### src/rtl/uart_frame_check.sv
// Receive-side UART frame checker: walks start, data (LSB first), optional parity
// and 1-2 stop bits, reporting the word, per-frame errors and saturating error counts.
module uart_frame_check #(
  parameter int DATA_WIDTH = 8,
  parameter int ERR_CNT_W  = 8
) (
  input  logic                  CLK,
  input  logic                  RST,
  input  logic                  bit_valid,
  input  logic                  sampled_bit,
  input  logic                  par_en,
  input  logic                  par_typ,
  input  logic                  two_stop,
  input  logic                  clr_cnt,
  output logic [DATA_WIDTH-1:0] p_data,
  output logic                  data_valid,
  output logic                  par_err,
  output logic                  stp_err,
  output logic                  strt_glitch,
  output logic                  busy,
  output logic [ERR_CNT_W-1:0]  par_err_cnt,
  output logic [ERR_CNT_W-1:0]  stp_err_cnt
);

  localparam int CNT_W = $clog2(DATA_WIDTH + 1);

  typedef enum logic [2:0] {IDLE, DATA, PARITY, STOP1, STOP2} state_t;

  state_t                state_q, state_d;
  logic [CNT_W-1:0]      cnt_q, cnt_d;
  logic [DATA_WIDTH-1:0] shift_q, shift_d;
  logic                  par_run_q, par_run_d;
  logic                  par_bad_q, par_bad_d;
  logic                  stp_bad_q, stp_bad_d;
  logic                  par_en_q, par_en_d;
  logic                  par_typ_q, par_typ_d;
  logic                  two_stop_q, two_stop_d;
  logic [DATA_WIDTH-1:0] p_data_q, p_data_d;
  logic                  data_valid_q, data_valid_d;
  logic                  par_err_q, par_err_d;
  logic                  stp_err_q, stp_err_d;
  logic                  strt_glitch_q, strt_glitch_d;
  logic [ERR_CNT_W-1:0]  par_cnt_q, par_cnt_d;
  logic [ERR_CNT_W-1:0]  stp_cnt_q, stp_cnt_d;
  logic                  frame_end;

  always_ff @(posedge CLK or negedge RST) begin
    if (!RST) begin
      state_q       <= IDLE;
      cnt_q         <= '0;
      shift_q       <= '0;
      par_run_q     <= 1'b0;
      par_bad_q     <= 1'b0;
      stp_bad_q     <= 1'b0;
      par_en_q      <= 1'b0;
      par_typ_q     <= 1'b0;
      two_stop_q    <= 1'b0;
      p_data_q      <= '0;
      data_valid_q  <= 1'b0;
      par_err_q     <= 1'b0;
      stp_err_q     <= 1'b0;
      strt_glitch_q <= 1'b0;
      par_cnt_q     <= '0;
      stp_cnt_q     <= '0;
    end else begin
      state_q       <= state_d;
      cnt_q         <= cnt_d;
      shift_q       <= shift_d;
      par_run_q     <= par_run_d;
      par_bad_q     <= par_bad_d;
      stp_bad_q     <= stp_bad_d;
      par_en_q      <= par_en_d;
      par_typ_q     <= par_typ_d;
      two_stop_q    <= two_stop_d;
      p_data_q      <= p_data_d;
      data_valid_q  <= data_valid_d;
      par_err_q     <= par_err_d;
      stp_err_q     <= stp_err_d;
      strt_glitch_q <= strt_glitch_d;
      par_cnt_q     <= par_cnt_d;
      stp_cnt_q     <= stp_cnt_d;
    end
  end

  always_comb begin
    state_d       = state_q;
    cnt_d         = cnt_q;
    shift_d       = shift_q;
    par_run_d     = par_run_q;
    par_bad_d     = par_bad_q;
    stp_bad_d     = stp_bad_q;
    par_en_d      = par_en_q;
    par_typ_d     = par_typ_q;
    two_stop_d    = two_stop_q;
    par_err_d     = par_err_q;
    stp_err_d     = stp_err_q;
    strt_glitch_d = 1'b0;
    frame_end     = 1'b0;
    if (bit_valid) begin
      case (state_q)
        IDLE: begin
          if (sampled_bit) begin
            strt_glitch_d = 1'b1;
          end else begin
            par_en_d   = par_en;
            par_typ_d  = par_typ;
            two_stop_d = two_stop;
            par_err_d  = 1'b0;
            stp_err_d  = 1'b0;
            cnt_d      = '0;
            par_run_d  = 1'b0;
            par_bad_d  = 1'b0;
            stp_bad_d  = 1'b0;
            state_d    = DATA;
          end
        end
        DATA: begin
          // Shifting in from the top leaves the first bit received at the LSB.
          shift_d   = {sampled_bit, shift_q[DATA_WIDTH-1:1]};
          par_run_d = par_run_q ^ sampled_bit;
          cnt_d     = cnt_q + CNT_W'(1);
          if (cnt_q == CNT_W'(DATA_WIDTH - 1)) begin
            state_d = par_en_q ? PARITY : STOP1;
          end
        end
        PARITY: begin
          par_bad_d = ((par_run_q ^ sampled_bit) != par_typ_q);
          state_d   = STOP1;
        end
        STOP1: begin
          stp_bad_d = ~sampled_bit;
          if (two_stop_q) begin
            state_d = STOP2;
          end else begin
            frame_end = 1'b1;
            state_d   = IDLE;
          end
        end
        STOP2: begin
          stp_bad_d = stp_bad_q | ~sampled_bit;
          frame_end = 1'b1;
          state_d   = IDLE;
        end
        default: state_d = IDLE;
      endcase
    end

    p_data_d     = p_data_q;
    data_valid_d = 1'b0;
    par_cnt_d    = par_cnt_q;
    stp_cnt_d    = stp_cnt_q;
    // The final stop verdict is folded in the same cycle it is sampled.
    if (frame_end) begin
      p_data_d     = shift_q;
      par_err_d    = par_bad_d;
      stp_err_d    = stp_bad_d;
      data_valid_d = ~par_bad_d & ~stp_bad_d;
      if (par_bad_d && (par_cnt_q != '1)) par_cnt_d = par_cnt_q + ERR_CNT_W'(1);
      if (stp_bad_d && (stp_cnt_q != '1)) stp_cnt_d = stp_cnt_q + ERR_CNT_W'(1);
    end
    if (clr_cnt) begin
      par_cnt_d = '0;
      stp_cnt_d = '0;
    end
  end

  always_comb begin
    busy        = (state_q != IDLE);
    p_data      = p_data_q;
    data_valid  = data_valid_q;
    par_err     = par_err_q;
    stp_err     = stp_err_q;
    strt_glitch = strt_glitch_q;
    par_err_cnt = par_cnt_q;
    stp_err_cnt = stp_cnt_q;
  end

endmodule

### config.mk
export PLATFORM = sky130hd
export DESIGN_NAME = uart_frame_check
export DESIGN_NICKNAME = d
export VERILOG_FILES = /design/src/rtl/uart_frame_check.sv
export SDC_FILE = /design/constraint.sdc
export NUM_CORES = 1
export LEC_CHECK = 0
export ABC_CLOCK_PERIOD_IN_PS = 2800
export BUFFER_PORTS_ARGS = -buffer_cell sky130_fd_sc_hd__buf_2
export CAP_MARGIN = 15
export CORE_MARGIN = 3
export CORE_UTILIZATION = 45
export CTS_CLUSTER_SIZE = 10
export DETAILED_ROUTE_END_ITERATION = 7
export GPL_TIMING_DRIVEN = 0
export PLACE_DENSITY = 0.67
export SYNTH_ARGS = -nofsm -noshare
export SYNTH_HDL_FRONTEND = slang
export SYNTH_SLANG_ARGS = --single-unit
### constraint.sdc
create_clock -name CLK -period 2.8 [get_ports CLK]
set_input_delay 0.56 -clock CLK [delete_from_list [all_inputs] [get_ports CLK]]
set_output_delay 0.56 -clock CLK [all_outputs]
set_load 0.01 [all_outputs]
==> results.txt, run 1 <==
Hold Crit Class: in -> async
Number of enable flip-flop cells after synthesis: 0
Ratio of cells with drive above 1 in the final layout: 23.66%
Final WS setup: 0.5817 ns
CTS H-tree depth: 2
Async set or reset register ratio after synthesis: 100.0%
Main synth FF type: dfrtp_1
Cell type group with the largest total delay on the critical path: simple AND/OR/NAND/NOR gates
Element type at the critical path start: flop
Total buffers and inverters traversed by the critical path: 1
Number of nets in the layout: 289
Vias in the first global route: 1860
Die extent in y: 78.55 µm
Routability Congestion: 0.7963
CP max FO: 7
DP Worst Slack: 0.4464 ns
Final Instance Count excl. Fillers: 346
Portion of the clock cycle consumed by the worst path in the final layout: 79.22%
CTS buffer count: 5
Clock tree root buffer cell: clkbuf_8
Maximum resistive drop on vdd: 428.3 µV
Number of antenna repair diodes: 0
Initial Util: 48.23%
Number of iterations in the first detailed-routing pass: 4
Cts hold-fix bufs: 0
Overflow left after global routing: 0
Drt via density: 5.367
Detailed placement HPWL: 3363 µm
Final Routed Wirelength: 4857 µm
First-pass GRT wire length: 8549 µm
Commonest non-fill, non-tap cell in the layout: dfrtp_1
Area growth syn-to-layout: 16.69%
Run status: completed
List of cells traversed by the critical path: ha_1 > and3_1 > and3_1 > or2_1 > clkbuf_1 > or4_1 > a21oi_1
Crit-path slowest cell: or4_1
Number of antenna violations at the first check in global routing: 0
DRC violation count after routing: 0
Power density cells: 833.8 nW/µm²
Relative slew slack: 62.83%
Net count after synthesis: 246
TritonCTS clock tree: done
Clock latency of the later-clocked register in the worst-skew pair: 0.30 ns
Start-to-end type of the worst setup path: reg -> reg
Most frequent cell on the critical path: and3_1
Final Skew: 0.006969 ns
Total of flip-flops plus latches after synthesis: 49
Portion of the post-synthesis area used by sequential elements: 51.77%
Average footprint of a synthesized cell: 10.08 µm²
Count of nets left with antenna violations after detail routing: 0
Max frequency: 450.8 MHz
Longest individual stage delay on the worst path: 0.49 ns
Minimum clock period after layout: 2.218 ns
Worst endpoint required time: 3.02 ns
Total of buffers placed on input and output ports: 35
Mapped Area: 2369 µm²
Cell total after placement: 337
Hold violation total from the final report: 0
Number of max-capacitance violations reported: 0
Post-synthesis instance total: 235
Buffer count from post-CTS setup fixing: 0
Starting DRT DRC Count: 126
Kind of end point of the critical path: flop
Die outline area: 6170 µm²
Static Leak: 1.323 nW
Total global-route track usage: 17.53%
RSZ-0062 raised after global routing: no
Detail-routed net length per standard cell: 14.04 µm
Chip Width: 78.55 µm
Number of placement rows: 25
Number of setup violations in the final report: 0
Total of cells resized after clock tree synthesis: 0
Number of distinct library cells after synthesis: 49
Worst Path Arrival: 2.44 ns
Vias after detailed routing: 1857
Count of synthesis-stage warnings from yosys: 0
Clock tree buffer depth: 2
Total core area: 4911 µm²
Maximum number of pins on one net before global-route repair: 50
IO Pins: 37
Layout Utilization: 56.28%
Final Total Pwr: 2.304 mW
Final-layout setup total negative slack: 0 ns
Num Clock Sinks: 49
Pins Over Slew Limit: 0
Transition time of the tightest slew-check pin: 0.5564 ns
Clk pin slew, worst setup/hold paths: 0.09 ns
Leading cell types in the layout, fill and taps excluded: 49 x dfrtp_1, 46 x nand2_1, 39 x buf_2
[final timing paths]
kind                                     start        endpoint  slack (ns)  depth (start not counted)
worst max-delay path            par_err_cnt[0]  par_err_cnt[3]        0.58                          7
worst min-delay path                       RST  stp_err_cnt[1]        0.21                          1
worst max register to register  par_err_cnt[0]  par_err_cnt[3]        0.58                          7
worst min register to register       p_data[7]       p_data[7]        0.48                          2
max in group asynchronous                  RST       p_data[7]        2.08                          2
min in group CLK                      two_stop      two_stop_q        0.44                          3
[per-stage QoR]
step	hold slack [ns]	cell area [µm²]
global route	0.2265	2764
finish	0.2075	2764
detailed placement	0.4646	2628
CTS	0.4361	2744
floorplan	0.2644	2369
global placement	0.4614	2628
[synthesized netlist by cell type, drive strengths merged, types with 4 or more instances]
master	n	area (µm²)
nor3	4	20.02
and3	6	37.54
nand4	4	25.02
nor2	11	41.29
inv	6	22.52
o21ai	19	98.84
nand2	46	172.7
nand3	6	30.03
dfrtp	49	1226
mux2	9	101.4
a21oi	14	70.07
clkbuf	4	15.01
or3	4	25.02
buf	7	42.54
o41ai	4	35.03
[state kept, by name, summed over array words and instances, names as in the netlist, 3 cells and up]
name	count
cnt_q	4
shift_q	8
stp_err_cnt	8
state_q	3
p_data	8
par_err_cnt	8
[report_power, final]
part	internal [mW]	leakage, nW	switching [mW]
Clock	0.291	0.0585	0.232
Sequential	0.900	0.653	0.138
Combinational	0.317	0.611	0.426
[routing by layer]
metal	GRT usage, %	vias to the layer above	part of all wire (%)
met2	29.12	23	47
met1	22.44	904	48
met5	0	-	0
li1	-	924	-
met4	5.070	0	1.3
met3	4.702	6	3.6
[final cells by class]
cell class,instances,area (µm²)
Sequential cell,49,1226
Tap cell,67,83.83
Buffer,11,57.56
Clock buffer,7,86.33
Inverter,6,22.52
Fill cell,458,2147
Multi-Input combinational cell,169,1062
Timing Repair Buffer,36,195.2
Clock inverter,1,30.03
[kinds of logic (layout without fill, tap and decap cells)]
family	count (synthesis)	in the layout	share of synthesized area (%)
AOI/OAI and AO/OA	50	50	13.95
xor gates and xnor gates	5	5	2.483
adders and majority gates	3	3	1.585
buffers and inverters	17	61	3.381
DFF	49	49	51.77
muxes	10	10	4.702
and+or+nand+nor	101	101	22.13
No activity file was read; power rests on OpenSTA's default activity.
==> run 2, diff against run 1 <==
Settings changed: ABC_AREA set to 1, ABC_CLOCK_PERIOD_IN_PS 2800 to 1900, PLACE_DENSITY 0.67 to 0.69.
Clock period 2.8 ns to 1.9 ns, I/O delays scaled along.
==> run 2 against run 1 <==
Die area rose by 0.88%. Maximum frequency rose by 30%. Global-route usage fell by 0.25 points. Final area rose by 1.8%. Via count rose by 4.2%. Largest power group unchanged.
==> results.txt, run 2 <==
Adder-cell area share of the yosys netlist: 1.570% (-0.015 points)
Chip Width: 78.90 µm (+0.44%)
Transition time of the tightest slew-check pin: 0.4685 ns (-0.08798 ns)
Run status: completed
Detailed placement HPWL: 3382 µm (+0.56%)
Pins Over Slew Limit: 0 (unchanged)
Clock network fraction of design power: 26.3% (+3.6 points)
Dominant cell by count in the synthesized netlist: nand2_1
Number of antenna violations at the first check in global routing: 0 (unchanged)
Net Switching: 1.187 mW (+49%)
Switching Fraction: 34.92% (+0.37 points)
Count of nets left with antenna violations after detail routing: 0 (unchanged)
Portion of the post-synthesis area used by sequential elements: 51.28% (-0.49 points)
Final Skew: 0.008800 ns (+0.001831 ns)
Top cell types by occurrence after synthesis: 88 x nand2_1, 49 x dfrtp_1, 33 x nand3_1
Num Clock Sinks: 49 (unchanged)
Worst endpoint required time: 2.11 ns (-0.91 ns)
Final Total Pwr: 3.399 mW (+48%)
RSZ-0062 raised after global routing: no
Vias after detailed routing: 1935 (+4.2%)
Async set or reset register ratio after synthesis: 100.0% (unchanged)
Total global-route track usage: 17.28% (-0.25 points)
Total of buffers placed on input and output ports: 34 (-2.9%)
Mapped Area: 2391 µm² (+0.95%)
Number of setup violations in the final report: 0 (unchanged)
Post-Synth Simple-Gate Area: 32.18% (+10 points)
Clock tree root buffer cell: clkbuf_8
Number of max-capacitance violations reported: 0 (unchanged)
Total of flip-flops plus latches after synthesis: 49 (unchanged)
Internal power of the cells: 2.212 mW (+47%)
Max frequency: 584.8 MHz (+30%)
Xor and xnor area share after synthesis: 3.663% (+1.2 points)
Number of distinct library cells after synthesis: 30 (-39%)
Starting DRT DRC Count: 95 (-25%)
CTS H-tree depth: 2 (unchanged)
Clock tree buffer depth: 2 (unchanged)
Net count after synthesis: 295 (+20%)
CTS buffer count: 5 (unchanged)
DRC violation count after routing: 0 (unchanged)
Filler cells: 472 (+3.1%)
Main synth FF type: dfrtp_1
Die extent in y: 78.90 µm (+0.44%)
Portion of the clock cycle consumed by the worst path in the final layout: 90.01% (+11 points)
Area growth syn-to-layout: 17.63%
Number of iterations in the first detailed-routing pass: 4 (unchanged)
First-pass GRT wire length: 8521 µm (-0.33%)
Number of antenna repair diodes: 0 (unchanged)
Number of nets in the layout: 338 (+17%)
Maximum resistive drop on vdd: 727.8 µV (+70%)
Minimum clock period after layout: 1.710 ns (-0.5082 ns)
IO Pins: 37 (unchanged)
Total of cells resized after clock tree synthesis: 0 (unchanged)
Average footprint of a synthesized cell: 8.419 µm² (-16%)
Count of synthesis-stage warnings from yosys: 0 (unchanged)
Final-layout setup total negative slack: 0 ns (unchanged)
Die outline area: 6224 µm² (+0.88%)
Kind of end point of the critical path: flop
Ratio of cells with drive above 1 in the final layout: 18.60% (-5.1 points)
Element type at the critical path start: flop
Routability Congestion: 0.7992 (+0.36%)
Worst Path Arrival: 1.92 ns (-0.52 ns)
Vias in the first global route: 1866 (+0.32%)
Library cell with the largest summed area after synthesis: dfrtp_1
Maximum number of pins on one net before global-route repair: 50 (unchanged)
Relative slew slack: 68.77% (+5.9 points)
Hold violation total from the final report: 0 (unchanged)
Number of enable flip-flop cells after synthesis: 0 (unchanged)
Flop pwr share: 44.5% (-0.6 points)
Detail-routed net length per standard cell: 12.38 µm (-12%)
Clock latency of the later-clocked register in the worst-skew pair: 0.31 ns (about the same)
Largest family of logic cells by synthesized area: simple AND/OR/NAND/NOR gates
CP max FO: 9 (+2)
Power density cells: 1209 nW/µm² (+45%)
Number of placement rows: 25 (unchanged)
Drt via density: 4.899 (-8.7%)
Leading cell types in the layout, fill and taps excluded: 88 x nand2_1, 49 x dfrtp_1, 38 x buf_2
TritonCTS clock tree: done
Commonest non-fill, non-tap cell in the layout: nand2_1
Synth top area share: 51.28% (-0.49 points)
Post-synthesis instance total: 284 (+21%)
Overflow left after global routing: 0 (unchanged)
Fraction of the mapped netlist area in compound gates: 5.547% (-8.4 points)
Proportion of synthesized area in mux cells: 0.4186% (-4.3 points)
Static Leak: 1.470 nW (+11%)
Hold Crit Class: in -> reg
Largest cells by area after synthesis: dfrtp_1 51%, nand2_1 14%, nand3_1 6.9%
Final Routed Wirelength: 4891 µm (+0.70%)
Total core area: 4911 µm² (unchanged)
Initial Util: 48.69% (+0.46 points)
Clk pin slew, worst setup/hold paths: 0.09 ns (about the same)
Combinational Power Share: 29.2% (-3.0 points)
Start-to-end type of the worst setup path: reg -> reg
run 2: logic make-up after synthesis:
kind of cell	after synthesis
XOR/XNOR	10
AO/OA/AOI/OAI	25
flip-flops	49
AND/OR/NAND/NOR	164
multiplexers	1
buffers and inverters	32
adder cells (fa/ha/maj)	3
run 2: final timing paths:
| check | cells past startpoint | slack (ns) | startpoint | end |
|---|---|---|---|---|
| max | 8 | 0.19 | par_err_cnt[0] | par_err_cnt[6] |
| min | 3 | 0.27 | par_en | par_en_q |
| max reg2reg | 8 | 0.19 | par_err_cnt[0] | par_err_cnt[6] |
| min reg2reg | 2 | 0.49 | par_en_q | par_en_q |
| max in group asynchronous | 3 | 0.90 | RST | shift_q[7] |
| min in group asynchronous | 2 | 0.51 | RST | par_en_q |
run 2: through the flow:
stage               hold slack [ns]  setup WS, ns  util [%]  instance area (µm²)  instances
global route                 0.2825       0.02241     57.27                 2813        395
detailed placement           0.4696        0.2398     53.86                 2645        385
global placement             0.4614        0.2558     53.86                 2645        385
CTS                          0.2691        0.1769     56.66                 2783        393
floorplan                   0.08441        0.3650         -                 2391        284
finish                       0.2746        0.1899     57.27                 2813        395
run 2: timing repair:
item | CTS | global route
hold buffers | 0 | 1
endpoints found under the hold margin | 0 | 14
endpoints found under the setup margin | 0 | 0
buffers inserted | 0 | 0
run 2: power by group through the flow:
stage               combinational [mW]  sequential (mW)  clock [mW]
floorplan                        0.642             1.56           0
global placement                 0.977             1.52           0
detailed placement               0.997             1.53           0
CTS                               1.00             1.51       0.923
global route                      1.16             1.55       0.968
finish                           0.993             1.51       0.893
run 2: layout make-up:
class                           instances  area [µm²]  area share, %
Buffer                                  6       27.53         0.9786
Clock buffer                            5       68.82          2.447
Multi-Input combinational cell        203        1037          36.88
Timing Repair Buffer                   36       200.2          7.117
Tap cell                               67       83.83          2.980
Sequential cell                        49        1226          43.59
Inverter                               26       100.1          3.559
Clock inverter                          3       68.82          2.447
run 2: layer usage:
metal  vias to the layer above  part of all wire [%]  track usage [%]
li1                        997                     -                -
met1                       897                    47            22.16
met2                        33                    47            28.35
met3                         8                   4.9            4.422
met4                         0                   1.2            6.186
met5                         -                     0                0
run 2: worst max-delay path, cell delays in order (launching register included):
cell and delay (ns):
dfrtp_1 0.42, ha_1 0.21, nand3_1 0.14, nor3b_2 0.27
nand3_1 0.16, nand3_4 0.18, nand2_4 0.10, nand2_1 0.08
nand2_1 0.05
==> run 3, diff against run 2 <==
Settings changed: REMOVE_ABC_BUFFERS set to 1.
==> run 3 against run 2 <==
Clock power decreased by 12%. Critical path depth unchanged. Maximum frequency increased by 1.5%. Non-clock buffer count decreased by 3. Global-route usage decreased by 0.45 points. Sequential share of layout area increased by 0.43 points. Die area unchanged. Sequential cell count unchanged. First-iteration DRC count increased by 35%. Worst setup slack improved by 0.026 ns. Clock-buffer cell count increased by 1. Cell count decreased by 0.76%. Largest cell class unchanged.
==> results.txt, run 3 (synthesis results as in run 2) <==
Longest individual stage delay on the worst path: 0.42 ns (about the same)
Final Instance Count excl. Fillers: 392 (-0.76%)
Cell total after placement: 381 (-1.0%)
Commonest non-fill, non-tap cell in the layout: nand2_1
Starting DRT DRC Count: 128 (+35%)
Final-layout setup total negative slack: 0 ns (unchanged)
Chip Width: 78.90 µm (unchanged)
DP Worst Slack: 0.1105 ns (-0.1293 ns)
Overflow left after global routing: 0 (unchanged)
Leading cell types in the layout, fill and taps excluded: 88 x nand2_1, 49 x dfrtp_1, 36 x buf_2
Design area: 2785 µm² (-0.98%)
Die extent in y: 78.90 µm (unchanged)
Layout Utilization: 56.71% (-0.56 points)
TritonCTS clock tree: done
First element of the critical path: par_err_cnt[0]
Relative slew slack: 58.76% (-10 points)
Die outline area: 6224 µm² (unchanged)
Ratio of cells with drive above 1 in the final layout: 18.46% (-0.14 points)
CP max FO: 9 (unchanged)
Run status: completed
Cell type group with the largest total delay on the critical path: simple AND/OR/NAND/NOR gates
Transition time of the tightest slew-check pin: 0.6148 ns (+0.1463 ns)
Maximum resistive drop on vdd: 728.3 µV (about the same)
Total global-route track usage: 16.82% (-0.45 points)
Detailed placement HPWL: 3200 µm (-5.4%)
Final Routed Wirelength: 4792 µm (-2.0%)
Placed standard-cell area: 2628 µm² (-0.66%)
Number of iterations in the first detailed-routing pass: 4 (unchanged)
Number of antenna violations at the first check in global routing: 0 (unchanged)
Element type at the critical path start: flop
Clock latency of the later-clocked register in the worst-skew pair: 0.30 ns (about the same)
Static Leak: 1.456 nW (-0.94%)
Clk pin slew, worst setup/hold paths: 0.10 ns (about the same)
Number of antenna repair diodes: 0 (unchanged)
Final WS setup: 0.2155 ns (+0.02560 ns)
Final Skew: 0.01109 ns (+0.002293 ns)
Hold violation total from the final report: 0 (unchanged)
Total buffers and inverters traversed by the critical path: 0 (unchanged)
CTS buffer count: 5 (unchanged)
Minimum clock period after layout: 1.685 ns (-0.02560 ns)
Number of nets in the layout: 335 (-0.89%)
Pins Over Slew Limit: 0 (unchanged)
Routability Congestion: 0.8023 (+0.39%)
Source of the worst hold timing path: par_en
Area growth syn-to-layout: 16.48%
Num Clock Sinks: 49 (unchanged)
CTS H-tree depth: 2 (unchanged)
Number of max-capacitance violations reported: 0 (unchanged)
Portion of the clock cycle consumed by the worst path in the final layout: 88.66% (-1.3 points)
Detail-routed net length per standard cell: 12.22 µm (-1.3%)
Hold Crit Class: in -> reg
Count of nets left with antenna violations after detail routing: 0 (unchanged)
Worst Path Arrival: 1.89 ns (-0.03 ns)
First-pass GRT wire length: 8321 µm (-2.3%)
IO Pins: 37 (unchanged)
Clock tree buffer depth: 2 (unchanged)
FF-to-FF Start: par_err_cnt[0]
Vias in the first global route: 1782 (-4.5%)
Drt via density: 4.921 (+0.45%)
Number of setup violations in the final report: 0 (unchanged)
Total of cells resized after clock tree synthesis: 0 (unchanged)
Max frequency: 593.6 MHz (+1.5%)
Number of placement rows: 25 (unchanged)
Total of buffers placed on input and output ports: 36 (+5.9%)
Kind of end point of the critical path: flop
Initial Util: 48.69% (unchanged)
Vias after detailed routing: 1929 (-0.31%)
Total core area: 4911 µm² (unchanged)
Final Total Pwr: 3.285 mW (-3.4%)
Worst endpoint required time: 2.10 ns (about the same)
DRC violation count after routing: 0 (unchanged)
Crit-path slowest cell: dfrtp_1
Power density cells: 1179 nW/µm² (-2.4%)
Maximum number of pins on one net before global-route repair: 50 (unchanged)
Start-to-end type of the worst setup path: reg -> reg
Worst hold slack across all endpoints: 0.2772 ns (+0.002624 ns)
List of cells traversed by the critical path: ha_1 > nand3_1 > nor3b_2 > nand3_1 > nand3_4 > nand2_4 > nand2_1 > nand2_1
RSZ-0062 raised after global routing: no
Clock tree root buffer cell: clkbuf_8
run 3: metal layers:
metal  share of wire, %  up-vias  track usage (%)  routed length, µm
li1                   -      993                -                  -
met5                  0        -                0                  0
met3                4.1        6            3.855                198
met2                 45       29            25.81               2164
met1                 49      901            23.84               2369
met4                1.2        0            5.155                 59
run 3: final timing paths:
check                                  to  slack [ns]  depth (start not counted)
max in group asynchronous  stp_err_cnt[5]        0.89                          3
min                              par_en_q        0.28                          3
max                        par_err_cnt[7]        0.22                          8
min reg2reg                     p_data[0]        0.48                          2
min in group asynchronous       par_typ_q        0.51                          2
max reg2reg                par_err_cnt[7]        0.22                          8
run 3: where the power goes:
group / leakage [nW] / switching, mW / internal (mW)
logic: 0.743 / 0.624 / 0.357
clock network: 0.0574 / 0.355 / 0.428
registers: 0.656 / 0.199 / 1.32
run 3: layout make-up:
cell class	instances	area (µm²)
inverters	26	100.1
multi-input cells	203	1037
repair buffers	39	217.7
clock buffers	6	82.58
clock inverters	2	37.54
well taps	67	83.83
flip-flops and latches	49	1226
fillers	472	2126
run 3: tightest hold or removal path: stages:
cell	delay (ns)
buf_2	0.08
nand2_1	0.04
nand2_1	0.05
run 3: what timing repair did:
item	in CTS	in global routing
hold buffers	0	1
setup buffers	0	1
endpoints found under the hold margin	0	9
setup endpoints to repair	0	1
